## src/rtl/m_timer_pkg.sv

```systemverilog
// rtl/m_timer_pkg.sv - shared types, defaults and BCD helper for time-field counters
package m_timer_pkg;

  typedef enum logic [1:0] {
    RPT_IDLE   = 2'd0,
    RPT_HOLD   = 2'd1,
    RPT_REPEAT = 2'd2,
    RPT_LOCK   = 2'd3
  } rpt_state_t;

  localparam int DEF_HOLD_CYC   = 50;
  localparam int DEF_REPEAT_CYC = 10;

  // Packs {tens, units} for values 0..99.
  function automatic logic [7:0] bcd_split(input logic [6:0] v);
    return {4'(v / 7'd10), 4'(v % 7'd10)};
  endfunction

endpackage

```

## src/rtl/m_key_repeat.sv

```systemverilog
// rtl/m_key_repeat.sv - press-and-hold auto-repeat step generator for two buttons
module m_key_repeat
  import m_timer_pkg::*;
#(
  parameter int HOLD_CYC   = DEF_HOLD_CYC,
  parameter int REPEAT_CYC = DEF_REPEAT_CYC
) (
  input  logic clk,
  input  logic rst_n,
  input  logic en,
  input  logic btn_up,
  input  logic btn_down,
  output logic step_up,
  output logic step_dn,
  output logic adj_active
);

  localparam int TMR_MAX = (HOLD_CYC > REPEAT_CYC) ? HOLD_CYC : REPEAT_CYC;
  localparam int TMR_W   = $clog2(TMR_MAX + 1);
  localparam logic [TMR_W-1:0] HOLD_END = TMR_W'(HOLD_CYC - 1);
  localparam logic [TMR_W-1:0] RPT_END  = TMR_W'(REPEAT_CYC - 1);

  rpt_state_t       state;
  logic [TMR_W-1:0] timer;
  logic             dir_up;
  logic             one_btn;
  logic             held;
  logic             other;
  logic             fire;

  assign one_btn = btn_up ^ btn_down;
  assign held    = dir_up ? btn_up : btn_down;
  assign other   = dir_up ? btn_down : btn_up;

  // Steps are decoded from the current state so the counter moves on the sampling edge.
  always_comb begin
    fire = 1'b0;
    if (en) begin
      case (state)
        RPT_IDLE:   fire = one_btn;
        RPT_HOLD:   fire = held && !other && (timer == HOLD_END);
        RPT_REPEAT: fire = held && !other && (timer == RPT_END);
        default:    fire = 1'b0;
      endcase
    end
  end

  assign step_up = fire && ((state == RPT_IDLE) ? btn_up : dir_up);
  assign step_dn = fire && !((state == RPT_IDLE) ? btn_up : dir_up);

  always_ff @(posedge clk or negedge rst_n) begin
    if (!rst_n) begin
      state      <= RPT_IDLE;
      timer      <= '0;
      dir_up     <= 1'b0;
      adj_active <= 1'b0;
    end else if (!en) begin
      state      <= RPT_IDLE;
      timer      <= '0;
      adj_active <= 1'b0;
    end else begin
      case (state)
        RPT_IDLE: begin
          if (btn_up && btn_down) begin
            state <= RPT_LOCK;
          end else if (one_btn) begin
            state      <= RPT_HOLD;
            dir_up     <= btn_up;
            timer      <= '0;
            adj_active <= 1'b1;
          end
        end
        RPT_HOLD, RPT_REPEAT: begin
          if (!held) begin
            state      <= RPT_IDLE;
            timer      <= '0;
            adj_active <= 1'b0;
          end else if (other) begin
            state      <= RPT_LOCK;
            timer      <= '0;
            adj_active <= 1'b0;
          end else if (fire) begin
            state <= RPT_REPEAT;
            timer <= '0;
          end else begin
            timer <= timer + TMR_W'(1);
          end
        end
        default: begin
          if (!btn_up && !btn_down) state <= RPT_IDLE;
        end
      endcase
    end
  end

endmodule

```

## src/rtl/m_mod_counter_adj.sv

```systemverilog
// rtl/m_mod_counter_adj.sv - modulo-N time-field counter with BCD outputs, carry and hold-to-repeat adjust
module m_mod_counter_adj
  import m_timer_pkg::*;
#(
  parameter int  MOD        = 60,
  parameter int  HOLD_CYC   = DEF_HOLD_CYC,
  parameter int  REPEAT_CYC = DEF_REPEAT_CYC,
  localparam int CNT_W      = $clog2(MOD)
) (
  input  logic             clk,
  input  logic             rst_n,
  input  logic             tick,
  input  logic             stop,
  input  logic             sel,
  input  logic             btn_up,
  input  logic             btn_down,
  input  logic             load,
  input  logic [CNT_W-1:0] load_val,
  output logic [CNT_W-1:0] q_bin,
  output logic [3:0]       q_tens,
  output logic [3:0]       q_units,
  output logic             carry_out,
  output logic             adj_active
);

  localparam logic [CNT_W-1:0] CNT_MAX = CNT_W'(MOD - 1);
  localparam logic [CNT_W:0]   MOD_EXT = (CNT_W + 1)'(MOD);

  logic             step_up;
  logic             step_dn;
  logic [CNT_W-1:0] cnt_nxt;
  logic             carry_nxt;

  m_key_repeat #(
    .HOLD_CYC  (HOLD_CYC),
    .REPEAT_CYC(REPEAT_CYC)
  ) u_key_repeat (
    .clk       (clk),
    .rst_n     (rst_n),
    .en        (stop & sel),
    .btn_up    (btn_up),
    .btn_down  (btn_down),
    .step_up   (step_up),
    .step_dn   (step_dn),
    .adj_active(adj_active)
  );

  // Manual steps wrap silently so adjusting one field never ripples into the next.
  always_comb begin
    cnt_nxt   = q_bin;
    carry_nxt = 1'b0;
    if (load) begin
      cnt_nxt = ({1'b0, load_val} >= MOD_EXT) ? CNT_MAX : load_val;
    end else if (step_up) begin
      cnt_nxt = (q_bin == CNT_MAX) ? '0 : q_bin + CNT_W'(1);
    end else if (step_dn) begin
      cnt_nxt = (q_bin == '0) ? CNT_MAX : q_bin - CNT_W'(1);
    end else if (tick && !stop) begin
      if (q_bin == CNT_MAX) begin
        cnt_nxt   = '0;
        carry_nxt = 1'b1;
      end else begin
        cnt_nxt = q_bin + CNT_W'(1);
      end
    end
  end

  always_ff @(posedge clk or negedge rst_n) begin
    if (!rst_n) begin
      q_bin     <= '0;
      q_tens    <= '0;
      q_units   <= '0;
      carry_out <= 1'b0;
    end else begin
      q_bin               <= cnt_nxt;
      {q_tens, q_units}   <= bcd_split(7'(cnt_nxt));
      carry_out           <= carry_nxt;
    end
  end

endmodule

```

## config.mk

```make
export PLATFORM = sky130hd
export DESIGN_NAME = m_mod_counter_adj
export DESIGN_NICKNAME = d
export VERILOG_FILES = /design/src/rtl/m_timer_pkg.sv /design/src/rtl/m_key_repeat.sv /design/src/rtl/m_mod_counter_adj.sv
export SDC_FILE = /design/constraint.sdc
export NUM_CORES = 1
export LEC_CHECK = 0
export ABC_AREA = 1
export CAP_MARGIN = 0
export CELL_PAD_IN_SITES_DETAIL_PLACEMENT = 0
export CELL_PAD_IN_SITES_GLOBAL_PLACEMENT = 1
export CORE_MARGIN = 2
export CORE_UTILIZATION = 43
export DETAILED_ROUTE_END_ITERATION = 8
export PLACE_DENSITY = 0.93
export RECOVER_POWER = 100
export SYNTH_ARGS = -nofsm -noshare
export SYNTH_HDL_FRONTEND = slang
export SYNTH_SLANG_ARGS = --single-unit
```

## constraint.sdc

```tcl
create_clock -name clk -period 7.24 [get_ports clk]
set_input_delay 1.448 -clock clk [delete_from_list [all_inputs] [get_ports clk]]
set_output_delay 1.448 -clock clk [all_outputs]
set_load 0.02 [all_outputs]
```

Word level (Yosys, flattened, before mapping) --
Cells that the tools add are included.
Operators by class: add/subtract/negate cells 3, divide/modulo/power cells 2, $lt $le $gt $ge 1, equality and inequality tests 12, muxes and demuxes 38, bitwise logic cells 3, reductions and logical operators 20
Operator list (count):
- 6-bit 2-to-1 mux | 13
- 1-bit 2-to-1 mux | 14
- 2-bit 2-to-1 mux | 7
- 6-bit by 1-bit adder with 6-bit output, second input constant | 2
- 6-bit == test, second input constant | 2
- 4-bit inequality test, second input constant | 3
- 6-bit one-hot mux with 2 select lines | 1
- 3-bit inequality test, second input constant | 3
- 1-bit logical AND | 8
- 4-bit AND reduction | 2
- 6-bit by 4-bit divider with 7-bit output, second input constant | 1
- 6-bit by 4-bit modulo with 7-bit output, second input constant | 1
- 6-bit by 4-bit == test with 1-bit output, second input constant | 1
- 6-bit greater-or-equal comparator, second input constant | 1
- 6-bit zero test | 1
- 3-bit AND reduction | 2
- 6-bit by 1-bit subtractor with 6-bit output, second input constant | 1
- 1-bit zero test | 5
- 5-bit inequality test, second input constant | 1
- 2-bit one-hot mux with 2 select lines | 1
- 1-bit one-hot mux with 3 select lines | 1
- 2-bit by 1-bit == test with 1-bit output, second input constant | 1
- 2-bit == test, second input constant | 1
- 2-bit zero test | 1
- other kinds (5) | 5
Word-level totals: bits in registers 25, input bits 14, output and inout bits 16, word-level logic and storage cells 87

Longest topological paths before layout --
Gate-level depths: netlist of run 1.
depth in word-level cells 11, gate-level depth with buffers 31, mapped depth without buffers 31

By module --
A second synthesis of run 1 with hierarchy kept.
Second synthesis, totals: cells, all modules 308, area total of the unflattened synthesis 2094.5 sq um
Modules (own cells, without submodules):
- m_mod_counter_adj | instances 1, cells each 203, area an instance 1281.2 sq um, sequential area each 325.3 sq um
- m_key_repeat | instances 1, cells each 105, area an instance 813.3 sq um, sequential area each 250.2 sq um

Worst setup path before layout of run 1 --
No wires, ideal clock.
path kind input-to-reg, from in btn_up, to reg q_units[1], library setup time 117 ps, arrival time 3858 ps, slack 3266 ps, stages on the path 27, cell sequence inv_1 > ha_1 > nand2_1 > nand2_4 > nand2_4 > nand3_2 > nand2_1 > nor2_2 > nand2_2 > nand2_8 > nand3_2 > nand2_2 > inv_2 > ha_1 > nand3_1 > nand2_1 > nand2_4 > nand2_4 > nand2_2 > nand2_4 > ha_1 > inv_1 > nand3_2 > nand2_2 > clkinv_2 > nand3_1 > nand2_1
On the way: cells in the longest elaborated chain, start to end 11
RTL lines:
- from (decl) | RTL line m_mod_counter_adj.sv:15 | input logic btn_up,
- 1-bit 2-to-1 mux | RTL line m_key_repeat.sv:33 | assign other = dir_up ? btn_down : btn_up;
- 1-bit zero test | RTL line m_key_repeat.sv:41, m_key_repeat.sv:42
- 1-bit logical AND | RTL line m_key_repeat.sv:41, m_key_repeat.sv:42
- 1-bit logical AND (on tied branches) | RTL line m_key_repeat.sv:42, m_key_repeat.sv:41
- 1-bit one-hot mux with 3 select lines | RTL line m_key_repeat.sv:39 | case (state)
- 1-bit 2-to-1 mux | RTL line m_key_repeat.sv:38 | if (en) begin
- 1-bit logical AND | RTL line m_key_repeat.sv:49 | assign step_dn = fire && !((state == RPT_IDLE) ? btn_up : dir_up);
- 6-bit 2-to-1 mux | RTL line m_mod_counter_adj.sv:56 | end else if (step_dn) begin
- 6-bit 2-to-1 mux (*) | RTL line m_mod_counter_adj.sv:54 | end else if (step_up) begin
- 6-bit 2-to-1 mux (*) | RTL line m_mod_counter_adj.sv:52 | if (load) begin
- named net cnt_nxt[5] | RTL line m_mod_counter_adj.sv:31 | logic [CNT_W-1:0] cnt_nxt;
- 6-bit by 4-bit modulo with 7-bit output (*) | RTL line m_timer_pkg.sv:16 | return {4'(v / 7'd10), 4'(v % 7'd10)};
- to (signal assigned) | RTL line m_mod_counter_adj.sv:76 | {q_tens, q_units} <= bcd_split(7'(cnt_nxt));
- to (decl) | RTL line m_mod_counter_adj.sv:21 | output logic [3:0] q_units,
The timed path passes the listed nets; every way through them passes the cells marked *. A chain may end at the register's enable or synchronous reset.

Worst setup path in the final report of run 1 --
from in stop, to reg q_units[2]
On the way: cells in the longest elaborated chain, start to end 7
RTL lines:
- from (decl) | RTL line m_mod_counter_adj.sv:13 | input logic stop,
- 1-bit AND / 1-bit zero test (equally long branches) | RTL line m_mod_counter_adj.sv:40, m_mod_counter_adj.sv:58
- 1-bit 2-to-1 mux / 1-bit logical AND (equally long branches) | RTL line m_key_repeat.sv:38, m_mod_counter_adj.sv:58
- 1-bit logical AND / 6-bit 2-to-1 mux (equally long branches) | RTL line m_key_repeat.sv:49, m_mod_counter_adj.sv:58
- 6-bit 2-to-1 mux | RTL line m_mod_counter_adj.sv:56
- 6-bit 2-to-1 mux (*) | RTL line m_mod_counter_adj.sv:54
- 6-bit 2-to-1 mux (*) | RTL line m_mod_counter_adj.sv:52
- named net cnt_nxt[5] | RTL line m_mod_counter_adj.sv:31
- 6-bit by 4-bit modulo with 7-bit output (*) | RTL line m_timer_pkg.sv:16
Marks and branches as above.

==> results of run 1 <==
==> state kept, by name (all words and copies together) (netlist names) <==
register and flops:
u_key_repeat.state 2, u_key_repeat.adj_active 1, q_units 4, q_tens 3, u_key_repeat.dir_up 1, carry_out 1, u_key_repeat.timer 6, q_bin 5
==> layout make-up <==
class	count	share of cell area (%)
tap	54	2.865
sequential	23	24.40
timing repair buffer	28	11.88
multi-input combinational	209	52.10
clock buffer	3	1.751
inverter	42	6.790
clock inverter	1	0.2122
==> through the flow <==
stage / total power [mW] / setup slack (ps) / cell area [µm²]
3_3_place_gp: 0.4185 / 2326 / 2369
4_1_cts: 0.5028 / 2468 / 2415
3_5_place_dp: 0.4210 / 2201 / 2369
5_1_grt: 0.5174 / 1695 / 2359
6_report: 0.4781 / 2162 / 2359
2_1_floorplan: 0.3438 / 3266 / 2059
==> Yosys cell counts, drive strengths merged <==
library cell and instances:
a21oi 7, conb 1, ha 12, a21boi 1
o211ai 1, nand3b 2, nor3b 1, a31oi 1
nand4 10, or2 2, o22ai 1, nand3 30
clkbuf 1, xor2 3, o21bai 1, buf 4
o21ai 17, nand2 82, nor4 2, clkinv 2
nor2 30, inv 40, dfrtp 23, nor3 5
==> cells by family (layout without fill, tap and decap cells) <==
family	count (synthesis)	count (layout)	share of synthesized area [%]
fa+ha+maj	12	12	7.290
buf+inv	47	74	9.659
simple gates	164	164	43.92
compound gates	29	29	9.721
xor+xnor	3	3	1.276
flops	23	23	27.95
other cells	1	1	0.1821
==> power by group <==
part	leakage [nW]	internal, mW	total, mW	switching, mW
registers	0.291	0.149	0.166	0.0168
clock network	0.0255	0.0384	0.0795	0.0411
logic	0.857	0.0869	0.233	0.146
==> layer usage <==
| layer | part of all wire [%] | vias up | wire length [µm] |
|---|---|---|---|
| met2 | 52 | 33 | 2213 |
| met1 | 45 | 845 | 1918 |
| met4 | 0.30 | 0 | 13 |
| li1 | - | 955 | - |
| met3 | 3.2 | 2 | 137 |
| met5 | 0 | - | 0 |
==> worst max-delay path, cell delays in order <==
cell and delay, ps:
sky130_fd_sc_hd__dlygate4sd3_1 540, sky130_fd_sc_hd__nand2_1 110, sky130_fd_sc_hd__nor2_1 540, sky130_fd_sc_hd__nand2_1 360
sky130_fd_sc_hd__nand3_2 120, sky130_fd_sc_hd__nand2_1 60, sky130_fd_sc_hd__nor2_2 70, sky130_fd_sc_hd__nand2_1 140
sky130_fd_sc_hd__nand2_8 130, sky130_fd_sc_hd__nand3_2 60, sky130_fd_sc_hd__nand2_1 130, sky130_fd_sc_hd__inv_2 60
sky130_fd_sc_hd__ha_1 190, sky130_fd_sc_hd__nand3_1 90, sky130_fd_sc_hd__nand2_1 70, sky130_fd_sc_hd__nand2_1 120
sky130_fd_sc_hd__nand2_1 130, sky130_fd_sc_hd__nand2_1 130, sky130_fd_sc_hd__nand2_4 70, sky130_fd_sc_hd__ha_1 180
sky130_fd_sc_hd__inv_1 100, sky130_fd_sc_hd__nand3_2 90, sky130_fd_sc_hd__nand2_2 80, sky130_fd_sc_hd__clkinv_2 80
sky130_fd_sc_hd__nand3_1 70, sky130_fd_sc_hd__nand2_1 50
==> worst max path at each step <==
stage / from / to / slack (ps) / cells past startpoint
global route: stop / q_units[1]$_DFF_PN0_ / 1700 / 25
floorplan: btn_up / q_units[1]$_DFF_PN0_ / 3270 / 27
finish: stop / q_units[2]$_DFF_PN0_ / 2160 / 26
CTS: stop / q_units[2]$_DFF_PN0_ / 2470 / 24
global placement: stop / q_units[2]$_DFF_PN0_ / 2330 / 24
detailed placement: stop / q_units[2]$_DFF_PN0_ / 2200 / 24
==> metrics.sh, run 1 <==
CRITICAL_PATH.REG2REG.ENDPOINT='q_units[2]$_DFF_PN0_'
POST-ROUTE-MIN-PERIOD_PS=5078
MAX_CAP_VIOLATIONS=0
DRT.ANTENNA.VIOLATING_NETS=0
SYNTH_TOP_AREA_SHARE_PCT=27.95
TRITONCTS_CLOCK_TREE='done'
START_UTIL_PCT=44.19
GROUTE.USAGE.OVERALL_PCT=17.46
SETUP_VIOLATIONS=0
CLOCK_PATH_BUFFERS=2
CTS-HOLD-FIX-BUFFERS=0
FINALHOLDVIOLATIONS=0
USE_MET3_PCT=3.039
P_R_AREA_GROWTH_VS_SYN_PCT=14.52
INSERTION_DELAY_PS=260
MIN_PATH_TYPE='reg -> reg'
POST_DRT_VIA_CELL_RATIO=5.097
REMAINING_DRC_ERRORS=0
MULTIINPUTGATEAREA_MM2=0.001229
CRITICAL_PATH_REQUIRED_PS=7400
CTS.REPORTEDPATHS.CLKPINSLEW_PS=80
FLOORPLAN.ROWS=25
GPL.FINAL_WEIGHTED_CONGESTION=0.8895
REGTOREGSETUPSLACK_PS=3410
FIN_WORST_SKEW_PS=4.030
LAYOUT.CELLS.MOST_COMMON_LIST='sky130_fd_sc_hd__nand2_1, sky130_fd_sc_hd__inv_1, sky130_fd_sc_hd__nand3_1, sky130_fd_sc_hd__dfrtp_1, sky130_fd_sc_hd__nor2_1'
INITIAL_ANTENNA_VIOLATION_COUNT=0
POST_CTS.REPAIR.SETUP_BUFFERS=0
CTS-BUFFERS-INSERTED=3
SYNTH_SEQUENTIAL_AREA_RATIO_PCT=27.95
SYN_AREA_MM2=0.002059
FP.DIEH_UM=73.21
HTREE_LEVELS=1
SYNTHESIS.AREA_PER_INSTANCE_UM2=7.382
FIN_CELLS=360
RUN_STATUS='finished, final reports clean'
CTS-ROOT-BUF='sky130_fd_sc_hd__clkbuf_8'
ARRIVAL_PS=5240
REPORT.FINAL.SLEW_VIOL_COUNT=0
WORSTREGTOREGCELLS=25
REGTOREGSTARTPOINT='u_key_repeat.state[1]$_DFFE_PN0P_'
WIRE_LENGTH_OF_THE_FIRST_GLOBAL_ROUTING_PASS_MM=7.541
CTS_REPAIR_RESIZE_COUNT=0
HOLD_PATH_STARTPOINT='u_key_repeat.adj_active$_DFFE_PN0P_'
DR.PASS1.ITERS=4
GRT_MAX_DEGREE=24
SETUP_TNS_PS=0
GRT_PASS1_VIAS=1751
WORST_SLEW_PIN_SLEW_PS=1054
NUM-NETS-FINAL=333
PERIOD_SHARE_PCT=70.14
DIE_AREA_MM2=0.005359
POST-DP-HPWL_MM=3.532
CLOCK.FMAX_MHz=196.9
DIE_W_UM=73.21
POWER_LEAKAGE_nW=1.173
GRT-OVFL-TOTAL=0
WL_FINAL_MM=4.283
HOLD-PATH-ENDPOINT='u_key_repeat.adj_active$_DFFE_PN0P_'
SYNTH_FP_NETS=305
UNREPAIRED_SETUP_ENDPOINTS_AFTER_GLOBAL_ROUTING='false'
DR_TOTAL_VIAS=1835
SEQ_AREA_UM2=575.6
TIMING.SLEW.HEADROOM_PCT=29.50
NUMBER_OF_INPUT_AND_OUTPUT_PORT_BUFFERS_INSERTED=28
CP_MAX_FO=11
POSTLAYOUTCOREUTIL_PCT=50.60
PLACED_CELLS=356
GROUTE.LAYER.MET2.USAGE_PCT=32.53
SYNTH.LIB_CELLS_USED.DISTINCT=41
WORST-SETUP-PATH-TYPE='in -> reg'
ANTENNA_CELLS_INSERTED=0
COREAREA_MM2=0.004661
CELLPOWERDENSITY_mW_PER_MM2=202.7
CRITPATHCAPTURETYPE='flop'
HOLD_PATH_DEPTH=2
SYNTHESIS.YOSYS.WARNINGS=0
AVERAGE_ROUTED_WIRE_PER_STANDARD_CELL_UM=11.90
BOUNDARYPINS=30
FINAL_COMMON_CELL='sky130_fd_sc_hd__nand2_1'
FIN_HOLD_WS_PS=533.8
CTS.SINKS=23
SYNTH_TOP_CELLS_BY_AREA='sky130_fd_sc_hd__dfrtp_1, sky130_fd_sc_hd__nand2_1, sky130_fd_sc_hd__ha_1'
MET1_USAGE_PCT=21.56
BUSIEST_LAYER='met2'
STARTPOINT_TYPE='input port'
FILLERINSTANCES=467
WORST_IR_DROP_VDD_mV=0.1187
YOSYS.AREA.TOP_TYPE='sky130_fd_sc_hd__dfrtp_1'
FFS_LATCHES_SYNTH=23
DRIVE_GT1_SHARE_PCT=14.38
SYN-INSTANCE-COUNT=279
STARTING_DRC_COUNT_IN_DETAILED_ROUTING=39
No activity file was read; power rests on OpenSTA's default activity.
==> run 2: changes to the inputs <==
- CORE_UTILIZATION: 43 -> 40
- PLACE_DENSITY: 0.93 -> 0.88
- clock period: 7.24 -> 4.95 ns (I/O delays scaled with it)
==> run 2 against run 1 <==
  * Worst setup slack got worse by 1500 ps
  * Sequential share of layout area decreased by 0.63 points
  * Die area grew 7.1%
  * Cell count is 4.7% higher
  * Combinational power grew 50%
  * Sequential power up 46%
  * Via count is 2.9% lower
  * Hold slack lost 3.0 ps
  * Cell area up 2.7%
  * Flip-flop and latch count stayed put
  * Global-route usage shrank 0.44 points
  * Clock power up 51%
  * Critical path type unchanged
  * Largest cell class unchanged
==> metrics.sh, run 2 (same netlist as run 1, synthesis figures left out) <==
CTS_REPAIR_RESIZE_COUNT=0  # unchanged
WORST_IR_DROP_VDD_mV=0.1528  # was 0.1187 mV
FIN_CELLS=377  # was 360
LARGEST_REGISTERS='u_key_repeat.timer x6, q_bin x5, q_units x4'  # unchanged
BOUNDARYPINS=30  # unchanged
NET-SWITCHING-POWER_mW=0.3067  # was 0.2034 mW
POST_DRT_VIA_CELL_RATIO=4.727  # was 5.097
FINALHOLDVIOLATIONS=0  # unchanged
ANTENNA_CELLS_INSERTED=0  # unchanged
DRIVE_GT1_SHARE_PCT=16.61  # was 14.38%
NUMBER_OF_INPUT_AND_OUTPUT_PORT_BUFFERS_INSERTED=28  # unchanged
GRT-OVFL-TOTAL=0  # unchanged
FLOORPLAN.ROWS=26  # was 25
PATH_BUF_INV=5  # was 4
AVERAGE_ROUTED_WIRE_PER_STANDARD_CELL_UM=11.70  # was 11.90 µm
CLOCK_PATH_BUFFERS=2  # unchanged
TRITONCTS_CLOCK_TREE='done'  # unchanged
STARTPOINT_TYPE='input port'  # unchanged
CTS-ROOT-BUF='sky130_fd_sc_hd__clkbuf_8'  # unchanged
FLIP_FLOP_COUNT_OF_THE_LARGEST_REGISTER_AFTER_LAYOUT=6  # unchanged
POST-ROUTE-MIN-PERIOD_PS=4319
DR.PASS1.ITERS=4  # unchanged
FP.DIEH_UM=75.76  # was 73.21 µm
CTS-BUFFERS-INSERTED=3  # unchanged
CLOCK_POWER_SHARE_PCT=16.9  # was 16.6%
PLACED_CELLS=373  # was 356
POST_DP_CELL_AREA_MM2=0.002396  # was 0.002369 mm²
SETUP_TNS_PS=0  # unchanged
HTREE_LEVELS=1  # unchanged
DR_TOTAL_VIAS=1782  # was 1,835
RUN_STATUS='finished, final reports clean'  # unchanged
P_INT_mW=0.4056  # was 0.2746 mW
CRIT_PATH_SLOWEST_CELL='sky130_fd_sc_hd__dlygate4sd3_1'  # unchanged
WORST_SLEW_PIN_SLEW_PS=1115  # was 1054 ps
INSERTION_DELAY_PS=270  # was 260 ps
POST_CTS.REPAIR.SETUP_BUFFERS=0  # unchanged
GPL.FINAL_WEIGHTED_CONGESTION=0.8496  # was 0.8895
CTS-HOLD-FIX-BUFFERS=0  # unchanged
CTS.REPORTEDPATHS.CLKPINSLEW_PS=90  # was 80 ps
WIRE_LENGTH_OF_THE_FIRST_GLOBAL_ROUTING_PASS_MM=7.541  # unchanged
GROUTE.USAGE.OVERALL_PCT=17.01  # was 17.46%
LAYOUT.CELLS.MOST_COMMON_LIST='sky130_fd_sc_hd__nand2_1, sky130_fd_sc_hd__inv_1, sky130_fd_sc_hd__dfrtp_1'  # was sky130_fd_sc_hd__nand2_1, sky130_fd_sc_hd__inv_1, sky130_fd_sc_hd__nand3_1, sky130_fd_sc_hd__dfrtp_1, sky130_fd_sc_hd__nor2_1
MAX_CAP_VIOLATIONS=0  # unchanged
REMAINING_DRC_ERRORS=0  # unchanged
SLOWEST_DELAY_PS=590  # was 540 ps
UNREPAIRED_SETUP_ENDPOINTS_AFTER_GLOBAL_ROUTING='false'  # unchanged
CP_MAX_FO=9  # was 11
LAYOUT.CELL_AREA.NON_FILLER_MM2=0.002421  # was 0.002359 mm²
DIE_AREA_MM2=0.005739  # was 0.005359 mm²
COREAREA_MM2=0.005042  # was 0.004661 mm²
CLOCK.FMAX_MHz=231.6
COMB_POWER_SHARE_PCT=49.1  # was 48.6%
CRITICAL_PATH.TOP_DELAY_FAMILY='simple AND/OR/NAND/NOR gates'  # unchanged
WORST-SETUP-PATH-TYPE='in -> reg'  # unchanged
TIMING.SLEW.HEADROOM_PCT=25.42  # was 29.50%
PERIOD_SHARE_PCT=87.25
STARTING_DRC_COUNT_IN_DETAILED_ROUTING=49  # was 39
DIE_W_UM=75.76  # was 73.21 µm
CRITPATHCAPTURETYPE='flop'  # unchanged
INITIAL_ANTENNA_VIOLATION_COUNT=0  # unchanged
CRITICAL_PATH_REQUIRED_PS=5110  # was 7400 ps
SETUP_VIOLATIONS=0  # unchanged
WORST_PATH_MOST_REPEATED_CELL='sky130_fd_sc_hd__nand2_1'  # unchanged
REPORT.FINAL.SLEW_VIOL_COUNT=0  # unchanged
MAX_FLOP_REGISTER='u_key_repeat.timer'  # unchanged
CTS.SINKS=23  # unchanged
SWSHARE_PCT=43.05  # was 42.55%
WL_FINAL_MM=4.410  # was 4.283 mm
GRT_PASS1_VIAS=1712  # was 1,751
GRT_MAX_DEGREE=24  # unchanged
NUM-NETS-FINAL=334  # was 333
FINAL_COMMON_CELL='sky130_fd_sc_hd__nand2_1'  # unchanged
P_R_AREA_GROWTH_VS_SYN_PCT=17.56  # was 14.52%
START_UTIL_PCT=40.84  # was 44.19%
DRT.ANTENNA.VIOLATING_NETS=0  # unchanged
CELLPOWERDENSITY_mW_PER_MM2=294.2  # was 202.7 mW/mm²
SEQ_POWER_SHARE_PCT=34.0  # was 34.7%
POWER_LEAKAGE_nW=1.196  # was 1.173 nW
MIN_PATH_TYPE='reg -> reg'  # unchanged
ARRIVAL_PS=4480  # was 5240 ps
POST-DP-HPWL_MM=3.576  # was 3.532 mm
FIN_WORST_SKEW_PS=3.999  # was 4.030 ps
[run 2: changes by cell type in the layout (fill, tap and decap cells not counted), sizes merged]
cell,change
buf,+1
clkdlybuf4s50,+1
clkinv,+1
clkinvlp,-1
dlygate4sd3,-1
[run 2: worst reg2reg max path: cells and delay by family, from the launching register on]
| kind | cells | cell delay, ps |
|---|---|---|
| AND/OR/NAND/NOR | 22 | 2130 |
| adder cells (fa/ha/maj) | 3 | 680 |
| flip-flops | 1 | 370 |
| buffers and inverters | 4 | 320 |
[run 2: final timing paths]
check,depth (start not counted),slack [ps],endpoint,from
worst max-delay path,28,630,q_units[2]$_DFF_PN0_,btn_up
worst min-delay path,2,530,u_key_repeat.adj_active$_DFFE_PN0P_,u_key_repeat.adj_active$_DFFE_PN0P_
worst max register to register,29,1360,q_units[2]$_DFF_PN0_,u_key_repeat.state[0]$_DFFE_PN0P_
worst min register to register,2,530,u_key_repeat.adj_active$_DFFE_PN0P_,u_key_repeat.adj_active$_DFFE_PN0P_
max in group asynchronous,1,2900,q_tens[0]$_DFF_PN0_,rst_n
min in group asynchronous,1,1380,u_key_repeat.dir_up$_DFFE_PN0P_,rst_n
[run 2: cell type report]
type                       instances  area, µm²
clock buffer                       3      41.29
tap                               70      87.58
timing repair buffer              29      287.8
clock inverter                     1      5.005
fill                             519       2621
sequential                        23      575.6
multi-input combinational        209       1264
inverter                          42      160.2
[run 2: per-stage QoR]
step / hold slack (ps) / total power [mW] / setup WS [ps] / util (%)
after floorplan: 511.5 / 0.5028 / 1434 / -
after global placement: 516.2 / 0.6137 / 714.0 / 47.52
after detailed placement: 521.1 / 0.6147 / 622.2 / 47.52
after CTS: 545.7 / 0.7399 / 911.5 / 48.44
after global routing: 569.4 / 0.7726 / 284.1 / 48.01
final: 530.8 / 0.7123 / 631.3 / 48.01
[run 2: power groups by stage]
stage	Sequential [mW]	Combinational [mW]	Clock, mW
4_1_cts	0.244	0.367	0.128
6_report	0.243	0.349	0.120
3_5_place_dp	0.248	0.366	0
2_1_floorplan	0.275	0.228	0
5_1_grt	0.248	0.391	0.133
3_3_place_gp	0.248	0.366	0
[run 2: metal layers]
metal | part of all wire (%) | vias to the layer above | track usage [%]
met2 | 50 | 28 | 29.69
met3 | 3.0 | 2 | 2.249
li1 | - | 955 | -
met5 | 0 | - | 0
met1 | 47 | 797 | 22.13
met4 | 0.39 | 0 | 4.288
==> run 3: changes to the inputs <==
- CAP_MARGIN: 0 -> unset
- CTS_BUF_LIST: unset -> sky130_fd_sc_hd__clkbuf_4
- PLACE_DENSITY: 0.88 -> 0.89
- SYNTH_HIERARCHICAL: unset -> 1
==> run 3 against run 2 <==
  * Flip-flop and latch count stayed put
  * Highest routed layer unchanged
  * Wire length rose by 3.1%
  * Cell count grew 7.2%
  * Critical path type unchanged
  * Largest power group unchanged
==> metrics.sh, run 3 <==
RUN_STATUS='finished, final reports clean'  # unchanged
SYN_AREA_MM2=0.002095  # was 0.002059 mm²
P_R_AREA_GROWTH_VS_SYN_PCT=15.71  # was 17.56%
WORST_PATH_MOST_REPEATED_CELL='sky130_fd_sc_hd__nand2_1'  # unchanged
CLOCK_POWER_SHARE_PCT=13.4  # was 16.9%
AVERAGE_ROUTED_WIRE_PER_STANDARD_CELL_UM=11.25  # was 11.70 µm
CRITICAL_PATH.TOP_DELAY_FAMILY='simple AND/OR/NAND/NOR gates'  # unchanged
CLOCK_PATH_BUFFERS=2  # unchanged
SETUP_TNS_PS=0  # unchanged
YOSYS.AREA.TOP_TYPE='sky130_fd_sc_hd__dfrtp_1'  # unchanged
DR.PASS1.ITERS=5  # was 4
POSTLAYOUTCOREUTIL_PCT=47.76  # was 48.01%
INSERTION_DELAY_PS=320  # was 270 ps
FINAL_COMMON_CELL='sky130_fd_sc_hd__nand2_1'  # unchanged
SETUP_VIOLATIONS=0  # unchanged
START_UTIL_PCT=41.27  # was 40.84%
GRT_MAX_DEGREE=24  # unchanged
MAX_FLOP_REGISTER='u_key_repeat/timer'  # was u_key_repeat.timer
TRITONCTS_CLOCK_TREE='done'  # unchanged
GROUTE.USAGE.OVERALL_PCT=16.96  # was 17.01%
SYNTH_TOP_CELLS_BY_AREA='sky130_fd_sc_hd__dfrtp_1, sky130_fd_sc_hd__nand2_1, sky130_fd_sc_hd__ha_1'  # unchanged
WORST_SLEW_PIN_SLEW_PS=1057  # was 1115 ps
DR_TOTAL_VIAS=1921  # was 1,782
SYNTHESIS.AREA_PER_INSTANCE_UM2=6.800  # was 7.382 µm²
ARRIVAL_PS=4540  # was 4480 ps
STARTPOINT_TYPE='input port'  # unchanged
SYNTH_COMPOUND_GATE_AREA_SHARE_PCT=9.379  # was 9.721%
NET-SWITCHING-POWER_mW=0.3129  # was 0.3067 mW
WORST-SETUP-PATH-TYPE='in -> reg'  # unchanged
GRT-OVFL-TOTAL=0  # unchanged
FIN_WORST_SKEW_PS=8.686  # was 3.999 ps
POST-DP-HPWL_MM=3.549  # was 3.576 mm
POST_CTS.REPAIR.SETUP_BUFFERS=0  # unchanged
INITIAL_ANTENNA_VIOLATION_COUNT=0  # unchanged
MIN_PATH_TYPE='reg -> reg'  # unchanged
FINALHOLDVIOLATIONS=0  # unchanged
LARGEST_REGISTERS='u_key_repeat/timer x6, q_bin x5, q_units x4'  # was u_key_repeat.timer x6, q_bin x5, q_units x4
WIRE_LENGTH_OF_THE_FIRST_GLOBAL_ROUTING_PASS_MM=8.280  # was 7.541 mm
SYNTH_ADDER_AREA_SHARE_PCT=7.766  # was 7.290%
FIN_CELLS=404  # was 377
NUMBER_OF_INPUT_AND_OUTPUT_PORT_BUFFERS_INSERTED=28  # unchanged
POWER_LEAKAGE_nW=1.250  # was 1.196 nW
SYNTH_TOP_CELLS_BY_COUNT='sky130_fd_sc_hd__nand2_1, sky130_fd_sc_hd__inv_1, sky130_fd_sc_hd__nor2_1'  # was sky130_fd_sc_hd__nand2_1, sky130_fd_sc_hd__inv_1, sky130_fd_sc_hd__dfrtp_1
SYNTH.LIB_CELLS_USED.DISTINCT=37  # was 41
SYNTH_FP_NETS=335  # was 305
STARTING_DRC_COUNT_IN_DETAILED_ROUTING=199  # was 49
SYNTH_SIMPLE_GATE_AREA_SHARE_PCT=42.59  # was 43.92%
COREAREA_MM2=0.005075  # was 0.005042 mm²
FFS_LATCHES_SYNTH=23  # unchanged
SYNTH_TOP_FAMILY_BY_AREA='simple AND/OR/NAND/NOR gates'  # unchanged
UNREPAIRED_SETUP_ENDPOINTS_AFTER_GLOBAL_ROUTING='false'  # unchanged
MUXSHAREOFSYNTHAREA_PCT=0  # unchanged
SYNTHESIS.YOSYS.WARNINGS=6  # was 0
PATH_BUF_INV=6  # was 5
GPL.FINAL_WEIGHTED_CONGESTION=0.9355  # was 0.8496
REMAINING_DRC_ERRORS=0  # unchanged
PERIOD_SHARE_PCT=87.18  # was 87.25%
FLOORPLAN.ROWS=26  # unchanged
FLIP_FLOP_COUNT_OF_THE_LARGEST_REGISTER_AFTER_LAYOUT=6  # unchanged
SYNTHMOSTINSTANTIATEDCELL='sky130_fd_sc_hd__nand2_1'  # unchanged
COMB_POWER_SHARE_PCT=49.9  # was 49.1%
HTREE_LEVELS=1  # unchanged
NUM-NETS-FINAL=362  # was 334
CTS_REPAIR_RESIZE_COUNT=0  # unchanged
POST_SYNTH_ARST_SHARE_PCT=100.0  # unchanged
NUMBER_OF_ENABLE_FLIP_FLOP_CELLS_AFTER_SYNTHESIS=0  # unchanged
DRIVE_GT1_SHARE_PCT=12.57  # was 16.61%
CTS.SINKS=23  # unchanged
BOUNDARYPINS=30  # unchanged
CTS-HOLD-FIX-BUFFERS=0  # unchanged
SLOWEST_DELAY_PS=590  # about the same
CTS-BUFFERS-INSERTED=3  # unchanged
CTS.REPORTEDPATHS.CLKPINSLEW_PS=150  # was 90 ps
FP.DIEH_UM=76.36  # was 75.76 µm
CP_MAX_FO=8  # was 9
SYNTH_TOP_FLOP_CELL='sky130_fd_sc_hd__dfrtp_1'  # unchanged
LAYOUT.CELLS.MOST_COMMON_LIST='sky130_fd_sc_hd__nand2_1, sky130_fd_sc_hd__inv_1, sky130_fd_sc_hd__nor2_1'  # was sky130_fd_sc_hd__nand2_1, sky130_fd_sc_hd__inv_1, sky130_fd_sc_hd__dfrtp_1
CTS-ROOT-BUF='sky130_fd_sc_hd__clkbuf_4'  # was sky130_fd_sc_hd__clkbuf_8
CELLPOWERDENSITY_mW_PER_MM2=287.9  # was 294.2 mW/mm²
DIE_AREA_MM2=0.005831  # was 0.005739 mm²
REPORT.POWER.TOTAL_mW=0.6978  # was 0.7123 mW
ANTENNA_CELLS_INSERTED=0  # unchanged
WL_FINAL_MM=4.545  # was 4.410 mm
PLACED_CELLS=400  # was 373
CRITPATHCAPTURETYPE='flop'  # unchanged
TIMING.SLEW.HEADROOM_PCT=29.33  # was 25.42%
CRIT_PATH_SLOWEST_CELL='sky130_fd_sc_hd__dlygate4sd3_1'  # unchanged
SEQ_POWER_SHARE_PCT=36.7  # was 34.0%
SYNTH_SEQUENTIAL_AREA_RATIO_PCT=27.48  # was 27.95%
P_INT_mW=0.3849  # was 0.4056 mW
POST_DRT_VIA_CELL_RATIO=4.755  # was 4.727
SWSHARE_PCT=44.84  # was 43.05%
DRT.ANTENNA.VIOLATING_NETS=0  # unchanged
REPORT.FINAL.SLEW_VIOL_COUNT=0  # unchanged
MAX_CAP_VIOLATIONS=0  # unchanged
GRT_PASS1_VIAS=1798  # was 1,712
DIE_W_UM=76.36  # was 75.76 µm
POST-ROUTE-MIN-PERIOD_PS=4316  # was 4319 ps
SYN-INSTANCE-COUNT=308  # was 279
CRITICAL_PATH_REQUIRED_PS=5170  # was 5110 ps
WORST_IR_DROP_VDD_mV=0.2463  # was 0.1528 mV
FIN_HOLD_WS_PS=520.3  # was 530.8 ps
SYNTH_XOR_AREA_SHARE_PCT=1.673  # was 1.276%
SYNTH_TOP_AREA_SHARE_PCT=27.48  # was 27.95%
CLOCK.FMAX_MHz=231.7  # was 231.6 MHz
==> run 3: cell count changes in the layout (fill, tap and decap cells not counted), sizes merged, moves of 3 or more <==
cell | before | now
nand2 | 82 | 98
nor2 | 30 | 36
a21oi | 7 | 19
nor3 | 5 | 2
o21ai | 17 | 12
inv | 40 | 45
==> run 3: final timing paths <==
check | slack, ps | end | cells after the start | startpoint
setup reg to reg | 1300 | q_units[1]$_DFF_PN0_ | 30 | u_key_repeat/state[1]$_DFFE_PN0P_
hold reg to reg | 520 | u_key_repeat/state[0]$_DFFE_PN0P_ | 2 | u_key_repeat/state[0]$_DFFE_PN0P_
hold / removal | 520 | u_key_repeat/state[0]$_DFFE_PN0P_ | 2 | u_key_repeat/state[0]$_DFFE_PN0P_
setup / recovery | 630 | q_units[1]$_DFF_PN0_ | 29 | btn_up
max in group asynchronous | 3020 | carry_out$_DFF_PN0_ | 1 | rst_n
min in group asynchronous | 1280 | u_key_repeat/dir_up$_DFFE_PN0P_ | 1 | rst_n
==> run 3: power by group through the flow <==
stage	Sequential [mW]	Combinational, mW	Clock, mW
floorplan	0.283	0.226	0
global placement	0.263	0.366	0
detailed placement	0.259	0.365	0
CTS	0.258	0.366	0.0995
global route	0.260	0.394	0.105
finish	0.256	0.348	0.0933
==> run 3: routing by layer <==
metal	GRT usage (%)	up-vias	part of all wire (%)
li1	-	1023	-
met1	24.83	846	50
met2	26.28	48	45
met3	1.896	4	4.6
met4	5.091	0	0.84
met5	0	-	0
==> run 3: cell type report <==
type                    instances  area, µm²
flip-flops and latches         23      575.6
fillers                       547       2651
clock inverters                 1      5.005
repair buffers                 30      295.3
well taps                      70      87.58
inverters                      46      172.7
clock buffers                   3      22.52
multi-input cells             231       1265
==> run 3: tightest hold or removal path, delay by kind of cell (launching register included) <==
| family | cells | cell delay [ps] |
|---|---|---|
| flip-flops | 1 | 390 |
| AND/OR/NAND/NOR | 2 | 110 |
==> run 3: logic make-up after synthesis <==
kind of cell,Yosys count
buffers and inverters,54
and+or+nand+nor,179
DFF,23
xor gates and xnor gates,4
AOI/OAI and AO/OA,34
other,1
adders and majority gates,13
==> run 3: per-stage QoR <==
step                      cell area [µm²]  worst slack [ps]
after floorplan                      2095              1255
after global placement               2421             527.2
after detailed placement             2421             398.9
after CTS                            2449             767.3
after global routing                 2424             183.4
final                                2424             634.4
